==> config.mk <==
export PLATFORM = sky130hd
export DESIGN_NAME = forward_arbiter
export DESIGN_NICKNAME = d
export VERILOG_FILES = /design/src/rtl/forward_arbiter.sv
export SDC_FILE = /design/constraint.sdc
export NUM_CORES = 1
export LEC_CHECK = 0
export ABC_AREA = 1
export ABC_CLOCK_PERIOD_IN_PS = 2580
export CAP_MARGIN = 20
export CORE_AREA = 2 2 39 41
export CTS_BUF_LIST = sky130_fd_sc_hd__clkbuf_4
export DETAILED_ROUTE_END_ITERATION = 7
export DIE_AREA = 0 0 41 43
export GPL_TIMING_DRIVEN = 0
export SLEW_MARGIN = 20
export SYNTH_ARGS = -nofsm -noshare
export SYNTH_HDL_FRONTEND = slang
export SYNTH_SLANG_ARGS = --single-unit
export TNS_END_PERCENT = 20
==> constraint.sdc <==
create_clock -name ACLK -period 2.58 [get_ports ACLK]
set_input_delay 0.516 -clock ACLK [delete_from_list [all_inputs] [get_ports ACLK]]
set_output_delay 0.516 -clock ACLK [all_outputs]
set_load 0.03 [all_outputs]
==> src/rtl/forward_arbiter.sv <==
// rtl/forward_arbiter.sv - per-slave forward-path request arbiter (optional FWD_ARB_FIXED_PRIO_EN: fixed priority)
module forward_arbiter #(
    parameter  int masters           = 2,
    parameter  int slaves            = 2,
    parameter  int i_am_slave_number = 0,
    localparam int GW                = $clog2(masters) + 1,
    localparam int PW                = (masters > 1) ? $clog2(masters) : 1,
    localparam int DW                = (slaves > 1) ? $clog2(slaves) : 1
) (
    input  logic               ACLK,
    input  logic               ARESETn,
    input  logic [0:masters-1] master_fifo_empty,
    input  logic [DW-1:0]      master_dest_slave [0:masters-1],
    input  logic               slave_fifo_full,
    output logic [GW-1:0]      grant_master_number,
    output logic               push_to_fifo,
    output logic               grant_valid
);

    typedef enum logic {IDLE, GRANT} state_t;

    state_t             state;
    logic [GW-1:0]      grant;
    logic [PW-1:0]      rr_ptr;
    logic [0:masters-1] req;
    logic               found;
    logic [GW-1:0]      winner;
    logic               req_granted;
    int                 idx;

    always_comb begin
        req = '0;
        for (int i = 0; i < masters; i++) begin
            req[i] = ~master_fifo_empty[i] & (master_dest_slave[i] == DW'(i_am_slave_number));
        end
    end

    // Search wraps modulo masters, not modulo 2^PW, so non-power-of-two counts stay fair.
    always_comb begin
        found  = 1'b0;
        winner = GW'(masters);
        idx    = 0;
        for (int k = 0; k < masters; k++) begin
            idx = int'(rr_ptr) + k;
            if (idx >= masters) begin
                idx = idx - masters;
            end
            if (!found && req[idx]) begin
                found  = 1'b1;
                winner = GW'(idx);
            end
        end
    end

    always_comb begin
        req_granted = 1'b0;
        for (int i = 0; i < masters; i++) begin
            if (grant == GW'(i)) begin
                req_granted = req[i];
            end
        end
    end

    assign push_to_fifo        = (state == GRANT) & req_granted & ~slave_fifo_full;
    assign grant_master_number = grant;
    assign grant_valid         = (state == GRANT);

    always_ff @(posedge ACLK) begin
        if (!ARESETn) begin
            state  <= IDLE;
            grant  <= GW'(masters);
            rr_ptr <= '0;
        end else begin
            case (state)
                IDLE: begin
                    if (found) begin
                        grant <= winner;
                        state <= GRANT;
                    end
                end
                GRANT: begin
                    if (!req_granted) begin
                        grant <= GW'(masters);
                        state <= IDLE;
                    end else if (!slave_fifo_full) begin
`ifndef FWD_ARB_FIXED_PRIO_EN
                        rr_ptr <= (grant == GW'(masters - 1)) ? '0 : PW'(grant + GW'(1));
`endif
                        grant  <= GW'(masters);
                        state  <= IDLE;
                    end
                end
                default: begin
                    grant <= GW'(masters);
                    state <= IDLE;
                end
            endcase
        end
    end

endmodule

Word-level counts from Yosys, hierarchy flattened
Index checks and enable logic that the tools add are counted.
{ "totals": {"regBits": 4, "latch_bits": 0, "ramBits": 0, "romBits": 0, "out_inout_bits": 4, "elab_cells": 54, "memories": 0} }
{ "op_classes": {"n_addsub": 4, "n_mul": 0, "div": 0, "n_lt_le_gt_ge": 4, "n_eq_ne": 3, "n_shift": 0, "muxes": 23, "bitwise": 12, "n_reduce_logical": 5} }
{ "ops": {"columns": ["operator", "n"], "rows": [
  ["$ge A32 B2 Y1 const B", 2],
  ["$mux W32", 2],
  ["$not A32 Y32", 2],
  ["$mux W1", 14],
  ["$mux W2", 5],
  ["$not A1 Y1", 6],
  ["$and A1 B1 Y1", 4],
  ["$pmux W2 S2", 1],
  ["$ne A3 B3 Y1 const B", 1],
  ["$reduce_and A3 Y1", 1],
  ["$sub A1 B2 Y3 const B", 1],
  ["$sub A2 B2 Y3 const B", 1],
  ["$add A1 B1 Y2 const B", 1],
  ["$eq A2 B1 Y1 const B", 1],
  ["$ge A1 B2 Y1 const B", 1],
  ["$ge A2 B2 Y1 const B", 1],
  ["$logic_not A2 Y1", 1],
  ["$ne A2 B2 Y1 const B", 1],
  ["$pmux W1 S2", 1],
  ["$reduce_and A2 Y1", 1],
  ["$add A1 B1 Y1 const B", 1],
  ["$logic_and A1 B1 Y1", 1],
  ["$logic_not A1 Y1", 1]
]} }

Depth between registers and ports, before layout
Gate-level depths: netlist of run 1.
{ "logic_depth": {"ltp_word": 12, "ltp_mapped": 8} }

Worst setup path before layout of run 1
No wires, ideal clock.
{ "synth_timing": {"kind": "input to output", "start": "in master_fifo_empty[1] (netlist name)", "end": "out push_to_fifo", "t_arrival_ns": 1.222, "required_ns": 2.064, "slack_ns": 0.842, "path_stages": 5, "n_path_buf": 0, "path_cell_list": "or2_4 -> nand2_2 -> and2_4 -> nand2_2 -> inv_1"} }
{ "synth_via": {"elab_chain_len": 5} }
{ "synth_lines": {"columns": ["item", "line_no", "text"], "rows": [
  ["start: declaration", "12", "input logic [0:masters-1] master_fifo_empty,"],
  ["$not A1 Y1", "34", "req[i] = ~master_fifo_empty[i] & (master_dest_slave[i] == DW'(i_am_slave_number));"],
  ["$and A1 B1 Y1", "34", null],
  ["$mux W1", "58", "if (grant == GW'(i)) begin"],
  ["$and A1 B1 Y1 (2 in series)", "64", "assign push_to_fifo = (state == GRANT) & req_granted & ~slave_fifo_full;"],
  ["end: declaration", "16", "output logic push_to_fifo,"]
]} }
No other way between the ends.

Worst setup path after layout of run 1
Same ends and word-level chain as after synthesis.

==> results_tabular.tex, run 1 <==
\begin{tabular}{lr}
\hline
Metric & Value \\
\hline
\multicolumn{2}{l}{\textbf{Run status}} \\
Outcome & completed \\
\multicolumn{2}{l}{\textbf{Place}} \\
IO Port Bufs & 10 \\
Estimated wirelength of the detail-placed design & 403.4 um \\
Post-DP Area & approximately 370 um2 \\
GPL Wtd Cong & approximately 0.72 \\
Post-Place Worst Slack & -0.1058 ns \\
\multicolumn{2}{l}{\textbf{Clock network}} \\
Maximum buffer depth of the clock tree & 2 \\
Clock insertion delay at the later pin of the skew report & $\sim$0.24 ns \\
Number of H-tree branching levels & 1 \\
Num CTS Buffers & 3 \\
Clock transition at the registers of the reported paths & approximately 0.040 ns \\
Clock tree from TritonCTS & built \\
Clock sink count & 4 \\
Clock root buffer & sky130\_fd\_sc\_hd\_\_clkbuf\_4 \\
Number of buffers inserted for hold repair after clock tree synthesis & 0 \\
\multicolumn{2}{l}{\textbf{Synth}} \\
Count of mapped cells out of synthesis & 40 \\
Net count after synthesis & 47 \\
Post-synthesis average cell area & about 6.3 um2 \\
Post-Synthesis Cell Area & between 200 and 300 um2 \\
Part of the Yosys area used for sequential elements & between 30\% and 40\% \\
Top-area cell type share of the netlist area & roughly a third \\
Total number of yosys warnings & 0 \\
Ranking of synthesized cells by area & sky130\_fd\_sc\_hd\_\_dfxtp\_1 (32\%), sky130\_fd\_sc\_hd\_\_nand2\_1 (15\%), sky130\_fd\_sc\_hd\_\_inv\_1 (12\%), sky130\_fd\_sc\_hd\_\_nand2\_2 (10\%), sky130\_fd\_sc\_hd\_\_nor2\_1 (7.5\%) \\
Most area-hungry cell type in the Yosys netlist & sky130\_fd\_sc\_hd\_\_dfxtp\_1 \\
Yosys cell types & 12 \\
Seq cells post-synth & 4 \\
\multicolumn{2}{l}{\textbf{Power}} \\
Clock share of power & between 40\% and 50\% \\
Worst ir drop on vdd & roughly 0.00021 V \\
Power density normalized to cell area & 489.2 nW/um2 \\
Share of power burned in registers & roughly 37\% \\
Net Switching & 0.05172 mW \\
Int Power & roughly 0.14 mW \\
Switching share of power & a little over a quarter \\
Share of total power in combinational logic & roughly 22\% \\
Leakage dissipation & 0.1973 nW \\
\multicolumn{2}{l}{\textbf{Layout}} \\
Post-layout nets & 62 \\
Fraction of final layout cells with drive strength greater than 1 & between 20 and 25\% \\
Core Util, Final & around 28\% \\
Total non-filler cell area in the finished layout & 391.6 um2 \\
Diodes inserted & 0 \\
Most frequent standard cell in the layout excluding fill and tap cells & sky130\_fd\_sc\_hd\_\_nand2\_1 \\
Highest-count cells in the layout ignoring fill and taps & sky130\_fd\_sc\_hd\_\_nand2\_1 (10), sky130\_fd\_sc\_hd\_\_clkdlybuf4s50\_1 (9), sky130\_fd\_sc\_hd\_\_inv\_1 (8), sky130\_fd\_sc\_hd\_\_nor2\_1 (5) \\
Post-synthesis to final-layout area growth & 56.50\% \\
\multicolumn{2}{l}{\textbf{Detailed routing}} \\
Drt pass-1 iters & 4 \\
Via count & $\sim$260 \\
Iteration-0 DRC Markers & 2 \\
Post-detailed-route wirelength per cell & $\sim$7 um \\
Antenna-violating nets left & 0 \\
Average vias per placed instance & 3.826 \\
Final routed DRC violation total & 0 \\
Total detailed-routing wirelength & 486 um \\
\multicolumn{2}{l}{\textbf{STA}} \\
Crit share post-route & 92.82\% \\
Final worst clock skew & 0.00009950 ns \\
Setup repair after global routing missed its margin & no \\
Final setup violating endpoints & 0 \\
Achievable frequency & approximately 0.42 GHz \\
Hold violation count in the final report & 0 \\
Max-slew violation count & 0 \\
Min Clock Period, post-route & 2.395 ns \\
Headroom to the max-slew limit & between 70 and 80\% \\
Slack of the critical path & approximately 0.19 ns \\
Worst Tran Pin Value & between 0.3 and 0.4 ns \\
\multicolumn{2}{l}{\textbf{Setup path}} \\
Largest incremental delay on the critical path & about 0.40 ns \\
Type of element capturing the critical path & output port \\
Worst-path maximum fanout & 4 \\
CP cell instances & clkdlybuf4s50\_1 -> or2\_4 -> nand2\_2 -> and2\_4 -> nand2\_2 -> inv\_1 -> dlygate4sd2\_1 \\
Crit path kind & input port to output port \\
Kind of launch point of the worst setup path & input port \\
Data required, critical path & 2.06 ns \\
Crit path max-delay family & buffers and inverters \\
Buf+Inv Stages, Crit Path & 3 \\
Crit path arrival time & roughly 1.9 ns \\
Critical Path Slowest Stage Cell & sky130\_fd\_sc\_hd\_\_clkdlybuf4s50\_1 \\
Most frequent CP cell & sky130\_fd\_sc\_hd\_\_nand2\_2 \\
\multicolumn{2}{l}{\textbf{Floorplan}} \\
Overall die area & around 1800 um2 \\
Die extent in x & 41 um \\
Num rows & 14 \\
Floorplan die height & $\sim$43 um \\
Effective utilization at floorplan & 18.08\% \\
Area of the placeable core & approximately 1400 um2 \\
Count of pins on the block boundary & 11 \\
\multicolumn{2}{l}{\textbf{Global route}} \\
Total global routing track utilization & under 10\% \\
Wire length of the first global-routing pass & roughly 810 um \\
Maximum number of pins on one net before global-route repair & 7 \\
Remaining global-route overflow & 0 \\
Number of global-route vias before repair & approximately 240 \\
Antenna violations before repair & 0 \\
\multicolumn{2}{l}{\textbf{Flow run}} \\
Max capacitance violation total & 0 \\
\multicolumn{2}{l}{\textbf{Worst hold path}} \\
Path class of the lowest-slack min-delay path & flip-flop to flip-flop \\
\hline
\end{tabular}
sequential cells by signal, summed over array words and instances, names as in the netlist:
register,flops
grant_valid,1
rr_ptr,1
grant_master_number,2
stage by stage:
step | power [mW] | setup TNS, ns | hold WS (ns) | instances
after global placement | 0.1140 | -0.1003 | 0.4783 | 66
after detailed placement | 0.1142 | -0.1058 | 0.4761 | 66
final | 0.1916 | 0 | 0.4769 | 69
after global routing | 0.2068 | 0 | 0.5151 | 69
after floorplan | 0.09470 | 0 | 0.5044 | 40
after CTS | 0.1965 | 0 | 0.4840 | 69
power groups by stage:
stage | Sequential, mW | Combinational, mW | Clock [mW]
final | 0.0702 | 0.0423 | 0.0791
after global routing | 0.0709 | 0.0466 | 0.0893
after CTS | 0.0703 | 0.0429 | 0.0833
after detailed placement | 0.0714 | 0.0428 | 0
after global placement | 0.0713 | 0.0428 | 0
after floorplan | 0.0776 | 0.0171 | 0
worst min-delay path, stage by stage, from the launching register on:
cell and delay (ns):
sky130_fd_sc_hd__dfxtp_1 0.32, sky130_fd_sc_hd__nand2_1 0.07, sky130_fd_sc_hd__nand2_1 0.04
logic make-up (layout without fill, tap and decap cells):
| group | after synthesis | count (layout) | share of synthesized area [%] |
|---|---|---|---|
| AOI/OAI and AO/OA | 4 | 4 | 7.996 |
| buffers and inverters | 8 | 21 | 12.00 |
| DFF | 4 | 4 | 32.00 |
| and+or+nand+nor | 24 | 24 | 48.00 |
layout make-up:
cell class	instances	area, um2
fill	165	992.2
multi-input combinational	28	140.1
timing repair buffer	10	98.84
sequential	4	80.08
inverter	8	30.03
clock buffer	3	22.52
tap	16	20.02
timing repair:
action                                 CTS  global route
setup endpoints to repair                1             0
setup buffers                            0             0
endpoints found under the hold margin    0             0
gates resized for setup                  1             0
metal layers:
metal  wire length [um]  part of all wire (%)  track usage [%]  vias up
met5                  0                     0                0        -
li1                   -                     -                -      146
met3                 26                   5.3            3.141        2
met2                240                    49            10.94        6
met1                202                    42            6.472      110
met4                 17                   3.5            8.000        0
synthesized netlist by cell type, drive strengths merged:
cell type / instances
and2: 1
o21ai: 1
dfxtp: 4
nand2: 14
or2: 1
nor2: 6
nand3: 2
a21oi: 3
inv: 8
path summary, 6_finish.rpt:
path | endpoint | depth (start not counted) | start | slack [ns]
max | push_to_fifo | 7 | master_fifo_empty[1] | 0.19
min | grant_master_number[1] | 2 | grant_master_number[1] | 0.48
max reg2reg | rr_ptr | 7 | grant_master_number[0] | 1.49
min reg2reg | grant_master_number[1] | 2 | grant_master_number[1] | 0.48
No activity file was read; power rests on OpenSTA's default activity.
==> inputs of run 2 (changes only) <==
ABC_CLOCK_PERIOD_IN_PS = 3100   (was 2580)
clock period = 3.1 ns   (was 2.58 ns; I/O delays follow)
==> results_tabular.tex, run 2 (same netlist as run 1, synthesis figures left out) <==
\begin{tabular}{lr}
\hline
Metric & Value \\
\hline
\multicolumn{2}{l}{\textbf{Run status}} \\
Outcome & completed \\
\multicolumn{2}{l}{\textbf{Setup path}} \\
Crit path arrival time & between 2 and 2.5 ns \\
Crit path max-delay family & buffers and inverters \\
Kind of launch point of the worst setup path & input port \\
Data required, critical path & approximately 2.5 ns \\
Largest incremental delay on the critical path & around 0.66 ns \\
Crit path kind & input port to output port \\
Critical Path Slowest Stage Cell & sky130\_fd\_sc\_hd\_\_clkdlybuf4s50\_1 \\
Worst-path maximum fanout & 4 \\
Buf+Inv Stages, Crit Path & 3 \\
Type of element capturing the critical path & output port \\
CP cell instances & clkdlybuf4s50\_1 -> or2\_4 -> nand2\_2 -> and2\_4 -> nand2\_2 -> inv\_1 -> clkdlybuf4s50\_1 \\
\multicolumn{2}{l}{\textbf{Clock network}} \\
Clock tree from TritonCTS & built \\
Clock sink count & 4 \\
Post-CTS setup buffer count & 0 \\
Number of H-tree branching levels & 1 \\
Post-CTS Resized & 0 \\
Num CTS Buffers & 3 \\
Clock transition at the registers of the reported paths & approximately 0.040 ns \\
Maximum buffer depth of the clock tree & 2 \\
Number of buffers inserted for hold repair after clock tree synthesis & 0 \\
Clock insertion delay at the later pin of the skew report & around 0.24 ns \\
Clock root buffer & sky130\_fd\_sc\_hd\_\_clkbuf\_4 \\
\multicolumn{2}{l}{\textbf{Layout}} \\
Seq. cell area & between 80 and 90 um2 \\
Post-layout nets & a little over 60 \\
Highest-count cells in the layout ignoring fill and taps & sky130\_fd\_sc\_hd\_\_nand2\_1 (10), sky130\_fd\_sc\_hd\_\_clkdlybuf4s50\_1 (10), sky130\_fd\_sc\_hd\_\_inv\_1 (8), sky130\_fd\_sc\_hd\_\_nor2\_1 (5) \\
Post-layout instance count excluding filler cells & 69 \\
Fraction of final layout cells with drive strength greater than 1 & just over 20\% \\
Post-synthesis to final-layout area growth & 57.00\% \\
Largest register FFs & 2 \\
Diodes inserted & 0 \\
Filler Cell Count & between 150 and 200 \\
Total area of multi-input combinational cells & roughly 140 um2 \\
\multicolumn{2}{l}{\textbf{Global route}} \\
Total global routing track utilization & approximately 7.3\% \\
Remaining global-route overflow & 0 \\
Wire length of the first global-routing pass & slightly above 800 um \\
Number of global-route vias before repair & 241 \\
Antenna violations before repair & 0 \\
Maximum number of pins on one net before global-route repair & 7 \\
\multicolumn{2}{l}{\textbf{Place}} \\
IO Port Bufs & 10 \\
GPL Wtd Cong & a little over 0.7 \\
Cell total after placement & 66 \\
Estimated wirelength of the detail-placed design & 403.4 um \\
\multicolumn{2}{l}{\textbf{STA}} \\
Worst Tran Pin Value & roughly 0.31 ns \\
Final setup violating endpoints & 0 \\
Setup repair after global routing missed its margin & no \\
Headroom to the max-slew limit & 79.60\% \\
Final worst clock skew & 0.00009950 ns \\
Achievable frequency & around 0.35 GHz \\
Min Clock Period, post-route & 2.877 ns \\
Max-slew violation count & 0 \\
Final setup TNS & 0 ns \\
Hold violation count in the final report & 0 \\
Crit share post-route & 92.80\% \\
\multicolumn{2}{l}{\textbf{Floorplan}} \\
Floorplan die height & $\sim$43 um \\
Overall die area & roughly 1800 um2 \\
Effective utilization at floorplan & between 15 and 20\% \\
Area of the placeable core & 1384 um2 \\
Die extent in x & 41 um \\
Num rows & 14 \\
Count of pins on the block boundary & 11 \\
\multicolumn{2}{l}{\textbf{Detailed routing}} \\
Total detailed-routing wirelength & 486 um \\
Iteration-0 DRC Markers & 2 \\
Via count & roughly 260 \\
Drt pass-1 iters & 4 \\
Final routed DRC violation total & 0 \\
Average vias per placed instance & approximately 3.8 \\
Post-detailed-route wirelength per cell & around 7 um \\
Antenna-violating nets left & 0 \\
\multicolumn{2}{l}{\textbf{Worst hold path}} \\
Path class of the lowest-slack min-delay path & flip-flop to flip-flop \\
\multicolumn{2}{l}{\textbf{Flow run}} \\
Max capacitance violation total & 0 \\
\multicolumn{2}{l}{\textbf{Power}} \\
Leakage dissipation & approximately 0.19 nW \\
Worst ir drop on vdd & 0.0001775 V \\
Power density normalized to cell area & 406.0 nW/um2 \\
\hline
\end{tabular}
## run 2: changes by cell type in the layout (fill, tap and decap cells not counted)
cell	delta
sky130_fd_sc_hd__dlygate4sd2_1	-1
sky130_fd_sc_hd__clkdlybuf4s50_1	+1
## run 2: layout make-up
| cell class | instances | area share (%) |
|---|---|---|
| well taps | 16 | 5.096 |
| flip-flops and latches | 4 | 20.38 |
| clock buffers | 3 | 5.732 |
| repair buffers | 10 | 25.48 |
| inverters | 8 | 7.643 |
| multi-input cells | 28 | 35.67 |
## run 2: power by group
| part | internal [mW] | switching (mW) | leakage (nW) |
|---|---|---|---|
| combinational | 0.0182 | 0.0171 | 0.146 |
| sequential | 0.0549 | 0.00351 | 0.0329 |
| clock | 0.0434 | 0.0225 | 0.0138 |
| total | 0.116 | 0.0430 | 0.193 |
## run 2: worst paths after layout
kind	depth (start not counted)	end	startpoint	slack, ns
setup / recovery	7	push_to_fifo	master_fifo_empty[1]	0.22
hold / removal	2	grant_master_number[1]	grant_master_number[1]	0.48
setup reg to reg	7	rr_ptr	grant_master_number[0]	2.01
hold reg to reg	2	grant_master_number[1]	grant_master_number[1]	0.48
## run 2: worst register-to-register path: stages, from the launching register on
cell and delay [ns]:
sky130_fd_sc_hd__dfxtp_1 0.36, sky130_fd_sc_hd__nor2_1 0.12, sky130_fd_sc_hd__nand2_1 0.05, sky130_fd_sc_hd__nand2_1 0.09, sky130_fd_sc_hd__and2_4 0.14, sky130_fd_sc_hd__nand2_2 0.06, sky130_fd_sc_hd__nor2_1 0.11, sky130_fd_sc_hd__nor2_2 0.05
## run 2: layer usage
metal | part of all wire, % | wire, um | vias to the layer above | global-route usage, %
met5 | 0 | 0 | - | 0
met4 | 3.5 | 17 | 0 | 8.000
li1 | - | - | 146 | -
met1 | 41 | 201 | 110 | 6.472
met3 | 5.3 | 26 | 2 | 3.141
met2 | 50 | 241 | 6 | 10.94
## run 2: through the flow
stage	instance area, um2	setup slack [ns]	utilization (%)	power, mW	hold WS, ns
final	392.9	0.2233	28.39	0.1595	0.4769
after global routing	392.9	0.1056	28.39	0.1722	0.5151
after CTS	392.9	0.2059	28.39	0.1636	0.4840
after detailed placement	370.4	0.2062	26.76	0.09503	0.4761
after global placement	370.4	0.2117	26.76	0.09489	0.4783
after floorplan	250.2	1.154	-	0.07881	0.5044
